`config.mk`:
```
export PLATFORM = sky130hd
export DESIGN_NAME = fp_multiplier_pipe
export DESIGN_NICKNAME = d
export VERILOG_FILES = /design/src/rtl/fp_pkg.sv /design/src/rtl/fp_round_rne.sv /design/src/rtl/fp_multiplier_pipe.sv
export SDC_FILE = /design/constraint.sdc
export NUM_CORES = 2
export LEC_CHECK = 0
export ABC_CLOCK_PERIOD_IN_PS = 11780
export CAP_MARGIN = 30
export CORE_MARGIN = 5
export CORE_UTILIZATION = 46
export DETAILED_ROUTE_END_ITERATION = 10
export SLEW_MARGIN = 5
export SYNTH_ARGS = -nofsm -noshare
export SYNTH_HDL_FRONTEND = slang
export SYNTH_SLANG_ARGS = --single-unit
```
`constraint.sdc`:
```
create_clock -name clk -period 11.78 [get_ports clk]
set_clock_uncertainty 0.2 [all_clocks]
set_input_delay 3.534 -clock clk [delete_from_list [all_inputs] [get_ports clk]]
set_output_delay 3.534 -clock clk [all_outputs]
set_load 0.02 [all_outputs]
```
`src/rtl/fp_pkg.sv`:
```
// Shared floating-point definitions: flag bit positions, operand classes,
// special-result encodings and width-generic packing helpers.
package fp_pkg;

  // Bit positions inside the 4-bit flags word {invalid, overflow, underflow, inexact}
  localparam int FLAG_INX = 0;
  localparam int FLAG_UNF = 1;
  localparam int FLAG_OVF = 2;
  localparam int FLAG_INV = 3;
  localparam int FLAG_W   = 4;

  // Widest word the pack helpers can build; callers truncate to their own width
  localparam int PACK_W = 64;

  typedef enum logic [1:0] {
    ZERO = 2'd0,
    NORM = 2'd1,
    INF  = 2'd2,
    NAN  = 2'd3
  } fp_class_e;

  // Result override decided from the operand classes in the first stage
  typedef enum logic [1:0] {
    SP_NONE = 2'd0,
    SP_QNAN = 2'd1,
    SP_INF  = 2'd2,
    SP_ZERO = 2'd3
  } fp_special_e;

  // Exponent zero covers true zeros and denormals (denormals flush to zero)
  function automatic fp_class_e classify(input logic exp_ones, input logic exp_zero,
                                         input logic frac_zero);
    if (exp_zero) begin
      classify = ZERO;
    end else if (exp_ones) begin
      classify = frac_zero ? INF : NAN;
    end else begin
      classify = NORM;
    end
  endfunction

  function automatic logic [PACK_W-1:0] pack_zero(input int exp_w, input int man_w,
                                                  input logic sign);
    pack_zero = {{(PACK_W-1){1'b0}}, sign} << (exp_w + man_w);
  endfunction

  function automatic logic [PACK_W-1:0] pack_inf(input int exp_w, input int man_w,
                                                 input logic sign);
    pack_inf = pack_zero(exp_w, man_w, sign) |
               (((64'd1 << exp_w) - 64'd1) << man_w);
  endfunction

  // Canonical quiet NaN: positive, all-ones exponent, only the top fraction bit set
  function automatic logic [PACK_W-1:0] pack_qnan(input int exp_w, input int man_w);
    pack_qnan = (((64'd1 << exp_w) - 64'd1) << man_w) | (64'd1 << (man_w - 1));
  endfunction

endpackage

```
`src/rtl/fp_round_rne.sv`:
```
// Round-to-nearest-even on a normalised fraction with guard and sticky bits.
// A carry out means the fraction wrapped to zero and the exponent must grow by one.
module fp_round_rne #(
  parameter int MAN_W = 23
) (
  input  logic [MAN_W-1:0] man_in,
  input  logic             guard,
  input  logic             sticky,
  output logic [MAN_W-1:0] man_out,
  output logic             carry,
  output logic             inexact
);

  logic             round_up_s;
  logic [MAN_W:0]   sum_s;

  // Increment when above half an ulp, or exactly half with an odd lsb
  always_comb begin
    round_up_s = guard & (sticky | man_in[0]);
    sum_s      = {1'b0, man_in} + {{MAN_W{1'b0}}, round_up_s};
    man_out    = sum_s[MAN_W-1:0];
    carry      = sum_s[MAN_W];
    inexact    = guard | sticky;
  end

endmodule

```
`src/rtl/fp_multiplier_pipe.sv`:
```
// Three-stage pipelined floating-point multiplier with RNE rounding, flush-to-zero,
// special-value handling and a valid/ready handshake. All stages advance together.
module fp_multiplier_pipe
  import fp_pkg::*;
#(
  parameter int EXP_W = 8,
  parameter int MAN_W = 23
) (
  input  logic                     clk,
  input  logic                     reset,
  input  logic                     in_valid,
  output logic                     in_ready,
  input  logic [EXP_W+MAN_W:0]     a,
  input  logic [EXP_W+MAN_W:0]     b,
  output logic                     out_valid,
  input  logic                     out_ready,
  output logic [EXP_W+MAN_W:0]     result,
  output logic [FLAG_W-1:0]        flags
);

  localparam int W    = 1 + EXP_W + MAN_W;
  localparam int BIAS = (1 << (EXP_W - 1)) - 1;
  localparam int EW   = EXP_W + 2;
  localparam int PW   = 2 * MAN_W + 2;

  localparam logic signed [EW-1:0] BIAS_S    = EW'(BIAS);
  localparam logic signed [EW-1:0] ONE_S     = EW'(32'sd1);
  localparam logic signed [EW-1:0] ZERO_S    = {EW{1'b0}};
  localparam logic signed [EW-1:0] EXP_MAX_S = EW'((1 << EXP_W) - 1);
  localparam logic [EXP_W-1:0]     EXP_ONES  = {EXP_W{1'b1}};
  localparam logic [EXP_W-1:0]     EXP_NONE  = {EXP_W{1'b0}};
  localparam logic [MAN_W-1:0]     FRAC_NONE = {MAN_W{1'b0}};

  logic adv_s;

  // Stage 1 combinational unpack
  logic [EXP_W-1:0]     ea_s, eb_s;
  logic [MAN_W-1:0]     fa_s, fb_s;
  fp_class_e            cls_a_s, cls_b_s;
  logic                 snan_s, inf_zero_s;
  fp_special_e          special_s;
  logic                 inv_s;
  logic signed [EW-1:0] exp_sum_s;
  logic [PW-1:0]        prod_s;

  // Stage 1 registers
  logic                 v1_r, sign1_r, inv1_r;
  fp_special_e          special1_r;
  logic signed [EW-1:0] exp1_r;
  logic [PW-1:0]        prod1_r;

  // Stage 2 combinational normalise/round
  logic [MAN_W-1:0]     man_pre_s, man_rnd_s;
  logic                 guard_s, sticky_s, rnd_carry_s, rnd_inx_s;
  logic signed [EW-1:0] exp_norm_s, exp_rnd_s;

  // Stage 2 registers
  logic                 v2_r, sign2_r, inv2_r, inx2_r;
  fp_special_e          special2_r;
  logic signed [EW-1:0] exp2_r;
  logic [MAN_W-1:0]     man2_r;

  // Stage 3 combinational range check and pack
  logic [W-1:0]         res_s;
  logic [FLAG_W-1:0]    flags_s;

  assign adv_s    = ~out_valid | out_ready;
  assign in_ready = adv_s;

  // Unpack operands, classify, and pick any special-value override
  always_comb begin
    ea_s       = a[W-2 -: EXP_W];
    eb_s       = b[W-2 -: EXP_W];
    fa_s       = a[MAN_W-1:0];
    fb_s       = b[MAN_W-1:0];
    cls_a_s    = classify(ea_s == EXP_ONES, ea_s == EXP_NONE, fa_s == FRAC_NONE);
    cls_b_s    = classify(eb_s == EXP_ONES, eb_s == EXP_NONE, fb_s == FRAC_NONE);
    snan_s     = ((cls_a_s == NAN) & ~fa_s[MAN_W-1]) | ((cls_b_s == NAN) & ~fb_s[MAN_W-1]);
    inf_zero_s = ((cls_a_s == INF) & (cls_b_s == ZERO)) | ((cls_a_s == ZERO) & (cls_b_s == INF));
    exp_sum_s  = $signed({2'b00, ea_s}) + $signed({2'b00, eb_s}) - BIAS_S;
    prod_s     = {{(MAN_W+1){1'b0}}, 1'b1, fa_s} * {{(MAN_W+1){1'b0}}, 1'b1, fb_s};
    special_s  = SP_NONE;
    inv_s      = 1'b0;
    if ((cls_a_s == NAN) || (cls_b_s == NAN) || inf_zero_s) begin
      special_s = SP_QNAN;
      inv_s     = snan_s | inf_zero_s;
    end else if ((cls_a_s == INF) || (cls_b_s == INF)) begin
      special_s = SP_INF;
    end else if ((cls_a_s == ZERO) || (cls_b_s == ZERO)) begin
      special_s = SP_ZERO;
    end else begin
      special_s = SP_NONE;
    end
  end

  // Select the normalised fraction, guard and sticky from the raw product
  always_comb begin
    if (prod1_r[PW-1]) begin
      man_pre_s  = prod1_r[PW-2 -: MAN_W];
      guard_s    = prod1_r[MAN_W];
      sticky_s   = |prod1_r[MAN_W-1:0];
      exp_norm_s = exp1_r + ONE_S;
    end else begin
      man_pre_s  = prod1_r[PW-3 -: MAN_W];
      guard_s    = prod1_r[MAN_W-1];
      sticky_s   = |prod1_r[MAN_W-2:0];
      exp_norm_s = exp1_r;
    end
  end

  fp_round_rne #(.MAN_W(MAN_W)) u_round (
    .man_in  (man_pre_s),
    .guard   (guard_s),
    .sticky  (sticky_s),
    .man_out (man_rnd_s),
    .carry   (rnd_carry_s),
    .inexact (rnd_inx_s)
  );

  // A rounding carry renormalises 10.000 to 1.000 with the exponent bumped
  always_comb begin
    if (rnd_carry_s) begin
      exp_rnd_s = exp_norm_s + ONE_S;
    end else begin
      exp_rnd_s = exp_norm_s;
    end
  end

  // Apply overrides, then overflow/underflow range checks, and pack the word
  always_comb begin
    res_s   = {W{1'b0}};
    flags_s = {FLAG_W{1'b0}};
    case (special2_r)
      SP_QNAN: begin
        res_s            = W'(pack_qnan(EXP_W, MAN_W));
        flags_s[FLAG_INV] = inv2_r;
      end
      SP_INF: begin
        res_s = W'(pack_inf(EXP_W, MAN_W, sign2_r));
      end
      SP_ZERO: begin
        res_s = W'(pack_zero(EXP_W, MAN_W, sign2_r));
      end
      SP_NONE: begin
        if (exp2_r >= EXP_MAX_S) begin
          res_s             = W'(pack_inf(EXP_W, MAN_W, sign2_r));
          flags_s[FLAG_OVF] = 1'b1;
          flags_s[FLAG_INX] = 1'b1;
        end else if (exp2_r <= ZERO_S) begin
          res_s             = W'(pack_zero(EXP_W, MAN_W, sign2_r));
          flags_s[FLAG_UNF] = 1'b1;
          flags_s[FLAG_INX] = 1'b1;
        end else begin
          res_s             = {sign2_r, exp2_r[EXP_W-1:0], man2_r};
          flags_s[FLAG_INX] = inx2_r;
        end
      end
      default: begin
        res_s   = {W{1'b0}};
        flags_s = {FLAG_W{1'b0}};
      end
    endcase
  end

  // Valid bits of all three stages shift together whenever the pipe advances
  always_ff @(posedge clk or posedge reset) begin
    if (reset) begin
      v1_r      <= 1'b0;
      v2_r      <= 1'b0;
      out_valid <= 1'b0;
    end else if (adv_s) begin
      v1_r      <= in_valid;
      v2_r      <= v1_r;
      out_valid <= v2_r;
    end
  end

  // Stage 1 payload: captured only on an accepted operand pair
  always_ff @(posedge clk or posedge reset) begin
    if (reset) begin
      sign1_r    <= 1'b0;
      inv1_r     <= 1'b0;
      special1_r <= SP_NONE;
      exp1_r     <= ZERO_S;
      prod1_r    <= {PW{1'b0}};
    end else if (adv_s && in_valid) begin
      sign1_r    <= a[W-1] ^ b[W-1];
      inv1_r     <= inv_s;
      special1_r <= special_s;
      exp1_r     <= exp_sum_s;
      prod1_r    <= prod_s;
    end
  end

  // Stage 2 payload: rounded fraction and adjusted exponent
  always_ff @(posedge clk or posedge reset) begin
    if (reset) begin
      sign2_r    <= 1'b0;
      inv2_r     <= 1'b0;
      inx2_r     <= 1'b0;
      special2_r <= SP_NONE;
      exp2_r     <= ZERO_S;
      man2_r     <= {MAN_W{1'b0}};
    end else if (adv_s && v1_r) begin
      sign2_r    <= sign1_r;
      inv2_r     <= inv1_r;
      inx2_r     <= rnd_inx_s;
      special2_r <= special1_r;
      exp2_r     <= exp_rnd_s;
      man2_r     <= man_rnd_s;
    end
  end

  // Output registers: held while the consumer stalls
  always_ff @(posedge clk or posedge reset) begin
    if (reset) begin
      result <= {W{1'b0}};
      flags  <= {FLAG_W{1'b0}};
    end else if (adv_s && v2_r) begin
      result <= res_s;
      flags  <= flags_s;
    end
  end

endmodule

```
==> results.txt <==
count of final setup violators: 0
CP endpoint kind: flip-flop
y dimension of the die: 246 um
Tightest Hold Check Type: flip-flop to flip-flop
root cell of the clock tree: sky130_fd_sc_hd__clkbuf_16
maximum number of pins on one net before global-route repair: 115
WP data required: 11.90 ns
boundary pin count: 106
floorplan row count: 86
outcome: finished clean
post-route ant nets: 0
minimum clock period: 11.22 ns
Worst Max-Slew Pin Slew: 1.02 ns
core utilization of the finished layout: 51.7%
mean routed wirelength per cell: 18.4 um
portion of the post-synthesis area used by sequential elements: 13.6%
warning count from the yosys run: 0
top flip-flop cell by instance count after synthesis: sky130_fd_sc_hd__dfrtp_1
clock net sink count: 139
antenna cells: 0
number of cells produced by synthesis: 2,849
sum of overflow across all layers after global routing: 0
count of flip-flops with a built-in enable after synthesis: 0
GPL Wtd Cong: 0.911
number of violations reported at the end of detailed-routing iteration 0: 1,320
detailed placer's ending HPWL: 57,100 um
count of H-tree levels built during CTS: 4
area of the die: 60,400 um^2
max_slew headroom: 31.3%
CTS clock-pin slew for the worst setup and hold paths: 0.06 ns
post-DR vias/cell: 5.17
crit share post-route: 95.3%
crit path kind: input port to flip-flop
placeable core area: 55,100 um^2
worst hold-check slack: 0.274 ns
nets: 3,674
synthesis-to-layout area growth: 11.4%
WL final: 68,000 um
x dimension of the die: 246 um
number of pins with negative max-slew slack in the final report: 0
number of antenna violations at the first check in global routing: 1
input/output buffers: 105
crit path launch type: input port
CTS buffer count: 17
Post-Syn Area: 25,600 um^2
async set or reset register ratio after synthesis: 100%
Synth Net Count: 3,591
maximum achievable frequency: 0.0891 GHz
count of maximum capacitance violations: 0
synthesized area divided by synthesized cell count: 8.97 um^2
latest clock arrival within the worst-skew pair: 0.41 ns
Yosys cell types: 61
number of buffers inserted to repair setup after CTS: 0
crit path max fanout: 11
Post-Route Setup TNS: 0 ns
all-layer global routing usage: 23.2%
Via Count: 19,100
clock tree from TritonCTS: done
critical path arrival: 11.34 ns
proportion of layout cells with a drive suffix above 1: 5.20%
setup repair after global routing missed its margin: false
wire length of the first global-routing pass: 112,000 um
initial cell density of the core: 46.4%
Post-CTS Hold Fix Bufs: 0
detailed-router iteration count before antenna repair: 5
Hold Vio Cnt, Final: 0
buffer depth of the longest clock path: 2
flip-flop and latch count after synthesis: 139
cts repair resizes: 0
drt drc: 0
vias in the first global route: 20,500
-- cells in the mapped netlist (all sizes together) (4+ instances only) --
cell    number  share of area, %
a22o        32               1.1
and3        17              0.42
inv        603               8.9
ha         191               9.3
mux2        19              0.84
o211ai       4              0.12
dfrtp      139                14
nor3        17              0.33
nand4       26              0.66
mux2i        9              0.35
o21ai      124               2.4
xnor2       50               1.7
buf          7              0.11
o41ai        5              0.17
or3          6              0.17
and2       248               6.1
nor2b        6              0.15
o21a         8              0.23
a21oi       58               1.1
nand3       19              0.37
a21o        17              0.50
a211oi       6              0.18
nand2b      10              0.24
xor2        40               1.4
nor2        77               1.1
o31ai       14              0.41
or4          4              0.12
nor4        22              0.60
fa         483                38
o21bai       9              0.26
a31oi        8              0.20
clkbuf     126               1.8
nand2      410               6.0
-- cell usage in the layout (no fill, tap or decap), drive strengths merged, types with 26 or more instances in the layout --
cell           count
fa               483
a21oi             58
dfrtp            139
clkdlybuf4s50    105
nor2              77
buf               92
o21ai            124
inv              604
ha               191
nand4             26
xor2              40
and2             248
a22o              32
nand2            410
xnor2             50
-- metal layers --
layer | track usage (%) | up-vias | wire length (um)
met4 | 4.53 | 0 | 1390
met1 | 33.6 | 9577 | 31200
li1 | - | 8851 | -
met2 | 37.4 | 581 | 30900
met3 | 3.88 | 79 | 4560
met5 | 0 | - | 0
-- sequential cells by signal, indices dropped and copies added, names as in the netlist --
name        cells
prod1_r        48
result         32
man2_r         23
exp1_r         10
exp2_r         10
flags           4
special1_r      2
special2_r      2
inv1_r          1
inv2_r          1
inx2_r          1
out_valid       1
sign1_r         1
sign2_r         1
v1_r            1
v2_r            1
-- metrics by stage --
step | setup slack, ns | cell area [um^2] | cells
after global placement | 0.256 | 27800 | 3657
after floorplan | 1.58 | 25600 | 2849
final | 0.557 | 28500 | 3692
after CTS | 0.667 | 28500 | 3689
after detailed placement | 0.271 | 27800 | 3658
after global routing | 0.277 | 28500 | 3692
-- worst paths after layout --
kind,startpoint,to,slack [ns],cells past startpoint
min in group asynchronous,reset,result[28],3.41,2
setup / recovery,b[4],prod1_r[44],0.56,24
max in group asynchronous,reset,man2_r[4],6.72,3
hold / removal,inv1_r,inv1_r,0.27,2
setup reg to reg,prod1_r[47],exp2_r[6],7.92,10
hold reg to reg,inv1_r,inv1_r,0.27,2
-- critical path, cell delays in order --
cell and delay (ns):
sky130_fd_sc_hd__clkdlybuf4s50_1 0.81, sky130_fd_sc_hd__buf_4 0.32, sky130_fd_sc_hd__nand2_1 0.10, sky130_fd_sc_hd__fa_1 0.53, sky130_fd_sc_hd__inv_1 0.05, sky130_fd_sc_hd__fa_1 0.58
sky130_fd_sc_hd__inv_1 0.10, sky130_fd_sc_hd__fa_1 0.51, sky130_fd_sc_hd__fa_1 0.54, sky130_fd_sc_hd__inv_1 0.06, sky130_fd_sc_hd__fa_1 0.53, sky130_fd_sc_hd__fa_1 0.54
sky130_fd_sc_hd__inv_1 0.05, sky130_fd_sc_hd__fa_1 0.47, sky130_fd_sc_hd__inv_1 0.04, sky130_fd_sc_hd__ha_1 0.32, sky130_fd_sc_hd__a21oi_1 0.21, sky130_fd_sc_hd__o21ai_0 0.19
sky130_fd_sc_hd__a2111oi_0 0.72, sky130_fd_sc_hd__a21bo_2 0.28, sky130_fd_sc_hd__a31oi_1 0.18, sky130_fd_sc_hd__o211a_1 0.29, sky130_fd_sc_hd__o21a_1 0.17, sky130_fd_sc_hd__o31ai_1 0.21
-- logic make-up after synthesis --
kind of cell             count (synthesis)  synth area share (%)
AND/OR/NAND/NOR                        872                  16.6
buffers and inverters                  739                  10.9
adder cells (fa/ha/maj)                674                  47.2
AO/OA/AOI/OAI                          307                  7.53
flip-flops                             139                  13.6
XOR/XNOR                                90                  3.08
multiplexers                            28                  1.19
-- layout make-up --
class / instances / area, um^2
Inverter: 606 / 2280
Sequential cell: 139 / 3480
Clock inverter: 9 / 184
Multi-Input combinational cell: 1971 / 19300
Clock buffer: 22 / 484
Timing Repair Buffer: 197 / 1810
Fill cell: 5181 / 26600
Tap cell: 748 / 936
Power is left out: the tool's default activity adds up to more than one toggle a clock period on the data nets, which glitch-free logic cannot reach.
